===== src/rtl/minisys_io_pkg.sv =====
// Shared keypad IO definitions: scanner FSM states, CPU register
// offsets, status bit positions and a column-decode helper.
package minisys_io_pkg;

    typedef enum logic [2:0] {
        ST_IDLE,
        ST_DEBOUNCE,
        ST_SCAN,
        ST_LATCH,
        ST_RELEASE
    } key_state_e;

    localparam logic [1:0] KEYVAL_OFF  = 2'b00;
    localparam logic [1:0] KEYSTAT_OFF = 2'b10;

    localparam int STAT_VALID_BIT   = 0;
    localparam int STAT_OVERRUN_BIT = 1;

    // Index of the lowest active-low column bit.
    function automatic logic [1:0] low_zero_idx(input logic [3:0] c);
        if (!c[0])      return 2'd0;
        else if (!c[1]) return 2'd1;
        else if (!c[2]) return 2'd2;
        else            return 2'd3;
    endfunction

endpackage


===== src/rtl/key_debounce.sv =====
// Saturating stable-cycle counter shared by press and release debounce.
// Ports: clock, reset (async high), clr, en -> done (next en cycle is the CNT-th).
module key_debounce
    import minisys_io_pkg::*;
#(
    parameter int unsigned CNT = 200000
) (
    input  logic clock,
    input  logic reset,
    input  logic clr,
    input  logic en,
    output logic done
);

    localparam int unsigned W = $clog2(CNT + 1);
    localparam logic [W-1:0] MAX = W'(CNT);

    logic [W-1:0] cnt_q;
    logic [W-1:0] cnt_d;

    always_comb begin
        cnt_d = cnt_q;
        if (clr) begin
            cnt_d = '0;
        end else if (en && (cnt_q != MAX)) begin
            cnt_d = cnt_q + 1'b1;
        end
    end

    // Not gated by en so the caller can use it to pick clr instead.
    assign done = (cnt_q >= (MAX - 1'b1));

    always_ff @(posedge clock or posedge reset) begin
        if (reset) begin
            cnt_q <= '0;
        end else begin
            cnt_q <= cnt_d;
        end
    end

endmodule


===== src/rtl/keypad_scan16.sv =====
// 4x4 keypad scanner with debounce and CPU-readable KEYVAL/KEYSTAT.
// Ports: clock, reset (async high), col/line keypad pins, keycs/addr/ior
// CPU read side, ioread_data; key_int exists only with KEYPAD_IRQ_EN.
module keypad_scan16
    import minisys_io_pkg::*;
#(
    parameter int unsigned SCAN_DIV     = 1000,
    parameter int unsigned DEBOUNCE_CNT = 200000
) (
    input  logic        clock,
    input  logic        reset,
    input  logic [3:0]  col,
    output logic [3:0]  line,
    input  logic        keycs,
    input  logic [1:0]  addr,
    input  logic        ior,
    output logic [15:0] ioread_data
`ifdef KEYPAD_IRQ_EN
    ,
    output logic        key_int
`endif
);

    localparam int unsigned DW = $clog2(SCAN_DIV + 1);
    localparam logic [DW-1:0] DIV_LAST = DW'(SCAN_DIV - 1);

    key_state_e state_q, state_d;
    logic [1:0]    row_q, row_d;
    logic [DW-1:0] div_q, div_d;
    logic [3:0]    hit_q, hit_d;
    logic [3:0]    code_q, code_d;
    logic          valid_q, valid_d;
    logic          ovr_q, ovr_d;

    logic db_clr;
    logic db_en;
    logic db_done;
    logic rd_keyval;
    logic rd_keystat;
    logic pressed;

    assign pressed    = (col != 4'hF);
    assign rd_keyval  = keycs && ior && (addr == KEYVAL_OFF);
    assign rd_keystat = keycs && ior && (addr == KEYSTAT_OFF);

    key_debounce #(.CNT(DEBOUNCE_CNT)) u_db (
        .clock (clock),
        .reset (reset),
        .clr   (db_clr),
        .en    (db_en),
        .done  (db_done)
    );

    always_comb begin
        state_d = state_q;
        row_d   = row_q;
        div_d   = div_q;
        hit_d   = hit_q;
        code_d  = code_q;
        valid_d = valid_q;
        ovr_d   = ovr_q;
        line    = 4'b0000;
        db_clr  = 1'b0;
        db_en   = 1'b0;
        // Read side-effects first so a LATCH below overrides them.
        if (rd_keyval) valid_d = 1'b0;
        if (rd_keystat) ovr_d = 1'b0;
        unique case (state_q)
            ST_IDLE: begin
                db_clr = 1'b1;
                if (pressed) state_d = ST_DEBOUNCE;
            end
            ST_DEBOUNCE: begin
                if (!pressed) begin
                    db_clr  = 1'b1;
                    state_d = ST_IDLE;
                end else if (db_done) begin
                    db_clr  = 1'b1;
                    row_d   = 2'd0;
                    div_d   = '0;
                    state_d = ST_SCAN;
                end else begin
                    db_en = 1'b1;
                end
            end
            ST_SCAN: begin
                line = ~(4'b0001 << row_q);
                if (div_q == DIV_LAST) begin
                    if (pressed) begin
                        hit_d   = {row_q, low_zero_idx(col)};
                        state_d = ST_LATCH;
                    end else if (row_q == 2'd3) begin
                        state_d = ST_IDLE;
                    end else begin
                        row_d = row_q + 2'd1;
                        div_d = '0;
                    end
                end else begin
                    div_d = div_q + 1'b1;
                end
            end
            ST_LATCH: begin
                code_d  = hit_q;
                valid_d = 1'b1;
                if (valid_q) ovr_d = 1'b1;
                db_clr  = 1'b1;
                state_d = ST_RELEASE;
            end
            ST_RELEASE: begin
                if (pressed) begin
                    db_clr = 1'b1;
                end else if (db_done) begin
                    db_clr  = 1'b1;
                    state_d = ST_IDLE;
                end else begin
                    db_en = 1'b1;
                end
            end
            default: state_d = ST_IDLE;
        endcase
    end

    always_comb begin
        ioread_data = 16'h0000;
        if (keycs && ior) begin
            case (addr)
                KEYVAL_OFF: ioread_data = {12'h000, code_q};
                KEYSTAT_OFF: begin
                    ioread_data[STAT_VALID_BIT]   = valid_q;
                    ioread_data[STAT_OVERRUN_BIT] = ovr_q;
                end
                default: ioread_data = 16'h0000;
            endcase
        end
    end

    always_ff @(posedge clock or posedge reset) begin
        if (reset) begin
            state_q <= ST_IDLE;
            row_q   <= 2'd0;
            div_q   <= '0;
            hit_q   <= 4'h0;
            code_q  <= 4'h0;
            valid_q <= 1'b0;
            ovr_q   <= 1'b0;
        end else begin
            state_q <= state_d;
            row_q   <= row_d;
            div_q   <= div_d;
            hit_q   <= hit_d;
            code_q  <= code_d;
            valid_q <= valid_d;
            ovr_q   <= ovr_d;
        end
    end

`ifdef KEYPAD_IRQ_EN
    logic irq_q;
    logic irq_d;

    assign irq_d   = (state_q == ST_LATCH);
    assign key_int = irq_q;

    always_ff @(posedge clock or posedge reset) begin
        if (reset) begin
            irq_q <= 1'b0;
        end else begin
            irq_q <= irq_d;
        end
    end
`endif

endmodule


===== config.mk =====
export PLATFORM = sky130hd
export DESIGN_NAME = keypad_scan16
export DESIGN_NICKNAME = d
export VERILOG_FILES = /design/src/rtl/minisys_io_pkg.sv /design/src/rtl/key_debounce.sv /design/src/rtl/keypad_scan16.sv
export SDC_FILE = /design/constraint.sdc
export NUM_CORES = 1
export LEC_CHECK = 0
export CAP_MARGIN = 15
export CORE_MARGIN = 1.5
export CORE_UTILIZATION = 55
export CTS_CLUSTER_DIAMETER = 100
export DETAILED_ROUTE_END_ITERATION = 10
export GPL_TIMING_DRIVEN = 0
export PLACE_DENSITY = 0.87
export SYNTH_ARGS = -nofsm -noshare
export SYNTH_HDL_FRONTEND = slang
export SYNTH_HIERARCHICAL = 1
export SYNTH_SLANG_ARGS = --single-unit

===== constraint.sdc =====
create_clock -name clock -period 3.9 [get_ports clock]
set_clock_uncertainty 0.1 [all_clocks]
set_input_delay 0.39 -clock clock [delete_from_list [all_inputs] [get_ports clock]]
set_output_delay 0.39 -clock clock [all_outputs]
set_load 0.02 [all_outputs]

==> After elaboration in Yosys (flattened, before gate mapping) <==
Cells that the tools add are included.
{ "op_classes": {"shifts": 1, "addsub": 3, "eq_ne": 21, "n_reduce_logical": 14, "n_mux": 43, "magnitude_cmp": 1, "bitwise_logic": 1} }
{ "ops": {"columns": ["cell", "count"], "rows": [
  ["two-way mux 10 bit", 5],
  ["two-way mux 18 bit", 2],
  ["two-way mux 3 bit", 8],
  ["case mux 10 bit (2 select lines)", 1],
  ["adder 18 x 1 -> 18 bit (second input constant)", 1],
  [">= comparator 18 bit (second input constant)", 1],
  ["inequality test 18 bit (second input constant)", 1],
  ["two-way mux 2 bit", 8],
  ["inequality test 2 bit (second input constant)", 8],
  ["case mux 3 bit (5 select lines)", 1],
  ["two-way mux 1 bit", 12],
  ["inequality test 3 bit (second input constant)", 4],
  ["AND reduction 6 bit", 2],
  ["adder 10 x 1 -> 10 bit (second input constant)", 1],
  ["equality test 10 bit (second input constant)", 1],
  ["two-way mux 4 bit", 2],
  ["case mux 2 bit (2 select lines)", 2],
  ["equality test 3 x 2 -> 1 bit (second input constant)", 2],
  ["nonzero test 2 bit", 3],
  ["AND reduction 5 bit", 1],
  ["equality test 2 bit (second input constant)", 2],
  ["logical AND 1 bit", 4],
  ["inequality test 4 bit (second input constant)", 1],
  ["NOT 4 bit", 1],
  ["other kinds (10)", 10]
]} }
{ "totals": {"in_bits": 10, "ff_bits": 43, "out_inout_bits": 20, "wordCells": 92} }

==> Depth between registers and ports, before layout <==
{ "depth": {"ltp_word": 7, "mapped_depth": 11, "mapped_depth_nobuf": 10} }

==> Hierarchy <==
Netlist, hierarchy kept.
{ "by_module_without_submodules": {"columns": ["mod", "n_inst", "seq_area_each_um2", "area_each_um2", "cells_each"], "rows": [
  ["keypad_scan16", 1, 625.6, 1597.8, 166],
  ["key_debounce", 1, 450.4, 1082.3, 120]
]} }

==> Worst setup path after synthesis <==
Ideal clock, no wire load.
{ "synth_path": {"path_type": "register to register", "from": "reg u_db.cnt_q[0]", "to": "reg u_db.cnt_q[13]", "required_time_ns": 3.675, "arrival_time_ns": 2.596, "path_buffers": 1, "slack_ns": 1.079, "setup_ns": 0.125, "period_less_slack_ns": 2.821, "stages_incl_launch_ff": 11, "cell_sequence": "dfrtp_1 > ha_1 > nor2b_1 > o21ai_0 > a21oi_1 > o311a_1 > a211oi_1 > buf_1 > nand2_1 > nor4_1 > mux2_2"} }
{ "synth_between": {"elab_chain_cells": 6, "word_cells_on_any_way": 15, "classes_between": "add/sub (1); order compare (1); eq/ne (1); mux (10); reduce/logical (2)"} }
{ "synth_rtl": {"columns": ["element", "line", "source"], "rows": [
  ["start: declaration", "key_debounce.sv:18", "logic [W-1:0] cnt_q;"],
  ["start signal: assignment", "key_debounce.sv:37", "cnt_q <= cnt_d;"],
  [">= comparator 18 bit *", "key_debounce.sv:31", "assign done = (cnt_q >= (MAX - 1'b1));"],
  ["named net db_done", "keypad_scan16.sv:37", "logic db_done;"],
  ["two-way mux 1 bit *", "keypad_scan16.sv:77, keypad_scan16.sv:112", null],
  ["two-way mux 1 bit (on tied branches)", "keypad_scan16.sv:110, keypad_scan16.sv:74", null],
  ["case mux 1 bit (2 select lines) *", "keypad_scan16.sv:68", "unique case (state_q)"],
  ["named net db_en", "keypad_scan16.sv:36", "logic db_en;"],
  ["logical AND 1 bit *", "key_debounce.sv:25", "end else if (en && (cnt_q != MAX)) begin"],
  ["nonzero test 2 bit (no line) *", null, null]
]} }
Mark *: on every way through the listed nets, which the timed path passes. The rest lies on a longest branch. The select of a mux whose other input is x is not followed.
A chain may end at the register's enable or synchronous reset.

==> Final worst setup path <==
Same ends and word-level chain as after synthesis.

==> results by group <==
Routing
  – WL final: 5.10 mm
  – Post-DRT Antenna Nets: 0
  – Vias: 2179
  – Routed len/inst: 13.1 um
  – DR iter-0 viols: 131
  – Drt pass-1 iters: 4
  – Via density: 5.60
  – DR DRC count: 0

Power and ir drop
  – Leak Pwr: 1.41 nW
  – P per Cell Area: 264 nW/um2
  – Overall Power: 0.000812 W
  – Peak supply drop: 0.000178 V

Worst setup path
  – Worst Setup End Kind: flip-flop
  – Setup crit start: u_db/cnt_q[0]
  – Critical path class: reg2reg
  – Crit-path cells: ha_1 -> nor2b_1 -> o21ai_0 -> a21oi_1 -> o311a_1 -> a211oi_1 -> buf_1 -> nand2_1 -> nor4_1 -> mux2_2
  – Slowest stage delay, CP: 0.49 ns
  – Crit Path Max Fanout: 10
  – Crit start category: flip-flop
  – Crit path DAT: 3.38 ns
  – CP top delay family: compound AO/OA/AOI/OAI gates
  – CP bufs+invs: 1
  – Crit path depth: 10
  – CP endpoint: u_db/cnt_q[13]
  – Critical path required time: 3.99 ns
  – Slowest cell on crit path: a211oi_1
  – FF-to-FF setup slack: 0.61 ns
  – RR Startpoint: u_db/cnt_q[0]
  – Cell depth of the worst flop-to-flop path: 10
  – Reg-to-reg endpoint: u_db/cnt_q[13]

Synth
  – Async SR Flop Fraction: 100%
  – Synth area leader: dfrtp_1
  – Largest cells by area after synthesis: dfrtp_1 40%, buf_4 3.9%, nor2_1 3.8%, ha_1 3.7%, nand4_1 3.3%
  – Most frequent cell after synthesis: dfrtp_1
  – Register area share after synthesis: 40.1%
  – Post-Synthesis Cells: 286
  – Most common flop cell mapped by yosys: dfrtp_1
  – EDFF count, synth: 0
  – Post-synthesis register bit count: 43
  – Distinct cells, synth: 66
  – Syn_area_per_cell: 9.37 um2
  – Post-synth top cells: 43 x dfrtp_1, 27 x nor2_1, 21 x inv_1
  – Synth warn: 6
  – Syn Std Cell Area: 2680 um2
  – Synth top area share: 40.1%

Global route
  – First-pass GRT wire length: 9.02 mm
  – Grt total ovfl: 0
  – Vias in the first global route: 2067
  – Antenna violations before repair: 0
  – Total track usage: 21.7%
  – Largest net degree at the start of global routing: 26

Final layout
  – Area Growth Syn to Fin: 14.7%
  – Area of the multi-input gates: 1410 um2
  – Final #Nets: 339
  – Fillers: 380
  – Register area: 1080 um2
  – Post-route insts no fill: 389
  – Antenna Cells: 0
  – Share of post-route cells with drive strength above 1: 14.3%

STA
  – Final setup viols: 0
  – Max-slew headroom: 39.0%
  – Endpoints failing hold: 0
  – Pins Over Slew Limit: 0
  – Final worst slack: 0.612 ns
  – Unrepaired setup endpoints after global routing: false
  – Setup TNS: 0 ns
  – Worst Tran Pin Value: 0.915 ns
  – Final period util: 84.3%
  – Final min period: 3.29 ns
  – Max Freq: 304 MHz

Die
  – Cell Rows: 25
  – Horiz. Die Dim: 72.8 um
  – Starting Density: 56.7%
  – Die area: 5300 um2
  – Chip height: 72.8 um
  – Core area: 4720 um2
  – IO Pins: 30

Clock tree
  – CTS clk-pin slew, worst paths: 0.09 ns
  – Clk sinks: 43
  – CTS tree: done
  – PostCTS Resize Cnt: 0
  – Cts bufs inserted: 5
  – H-tree depth: 2
  – Clk root buf: clkbuf_8
  – Clk buf depth: 2
  – Worst skew pair latency: 0.31 ns
  – Hold bufs inserted after CTS: 0
  – Post-CTS Setup Repair Bufs: 0

Place
  – Hpwl dp: 3.76 mm
  – DP Worst Slack: 0.503 ns
  – Routability-driven placement congestion ratio: 0.872
  – Dpl cells: 381
  – # port buffers: 17

Run status
  – Status: complete, no violations

Run
  – Max_cap viols: 0

Worst hold path
  – HP Class: in2async
-- worst reg2reg max path, stage by stage (launching register included) --
cell,delay (ns)
dfrtp_1,0.46
ha_1,0.26
nor2b_1,0.13
o21ai_0,0.14
a21oi_1,0.08
o311a_1,0.42
a211oi_1,0.49
buf_1,0.41
nand2_1,0.09
nor4_1,0.21
mux2_2,0.37
-- routing by layer --
layer  wire length, um  vias up  track usage (%)
met3               193        6             5.39
li1                  -     1088                -
met1              2300     1048             26.8
met2              2540       37             36.4
met5                 0        -                0
met4                61        0             8.60
-- cell families after synthesis --
group                    after synthesis  share of synthesized area (%)
AO/OA/AOI/OAI                         55                           15.7
XOR/XNOR                               5                           1.63
adder cells (fa/ha/maj)                8                           3.73
buffers and inverters                 45                           8.73
flip-flops                            43                           40.1
multiplexers                          14                           5.93
other                                  1                          0.140
AND/OR/NAND/NOR                      115                           24.0
-- cells in the final DEF (no fill, tap or decap), types with 3 or more instances in the layout --
master,n
a22o_1,3
clkbuf_1,4
xor2_1,3
buf_2,3
nand4_1,14
ha_1,8
nand2_1,15
o211ai_1,3
inv_1,21
a21oi_1,10
or3_1,4
nor2_1,27
nor2b_1,5
conb_1,12
nand2b_1,3
dfrtp_1,43
mux2_2,6
nor3_1,6
nand3_1,14
or4_1,3
and3_1,8
o21ai_0,12
mux2i_1,5
buf_4,14
clkdlybuf4s50_1,17
clkbuf_8,6
-- flip-flops by register name, indices dropped and copies added, names as in the netlist --
| name | cells |
|---|---|
| u_db/cnt_q | 18 |
| div_q | 10 |
| code_q | 4 |
| hit_q | 4 |
| state_q | 3 |
| row_q | 2 |
| ovr_q | 1 |
| valid_q | 1 |
-- area by class of cell --
cell class	instances	share of cell area, %
buffer	24	5.05
clock buffer	6	2.69
clock inverter	2	0.529
inverter	21	2.56
multi-input combinational	209	45.9
sequential	43	35.0
tap	67	2.73
timing repair buffer	17	5.54
-- through the flow --
stage / hold slack, ns / util (%) / instance area, um2
3_3_place_gp: 0.370 / 63.0 / 2980
2_1_floorplan: 0.229 / - / 2720
5_1_grt: 0.425 / 65.1 / 3070
6_report: 0.390 / 65.1 / 3070
3_5_place_dp: 0.379 / 63.0 / 2980
4_1_cts: 0.400 / 65.1 / 3070
-- worst min-delay path by stage --
stage                     depth (start not counted)  slack [ns]      start             end
final                                             2        0.39      reset  u_db/cnt_q[15]
after global routing                              1        0.42   hit_q[3]        hit_q[3]
after CTS                                         2        0.40  code_q[1]       code_q[1]
after detailed placement                          2        0.38  code_q[1]       code_q[1]
after global placement                            2        0.37  code_q[1]       code_q[1]
after floorplan                                   1        0.23      reset   u_db/cnt_q[0]
-- power breakdown --
| part | internal, W | leakage [nW] | switching, W |
|---|---|---|---|
| combinational | 0.0000213 | 0.791 | 0.0000313 |
| sequential | 0.000449 | 0.571 | 0.00000184 |
| clock | 0.000145 | 0.0474 | 0.000164 |
| total | 0.000614 | 1.41 | 0.000197 |
Note: power is estimated with default switching activity, not from simulation.
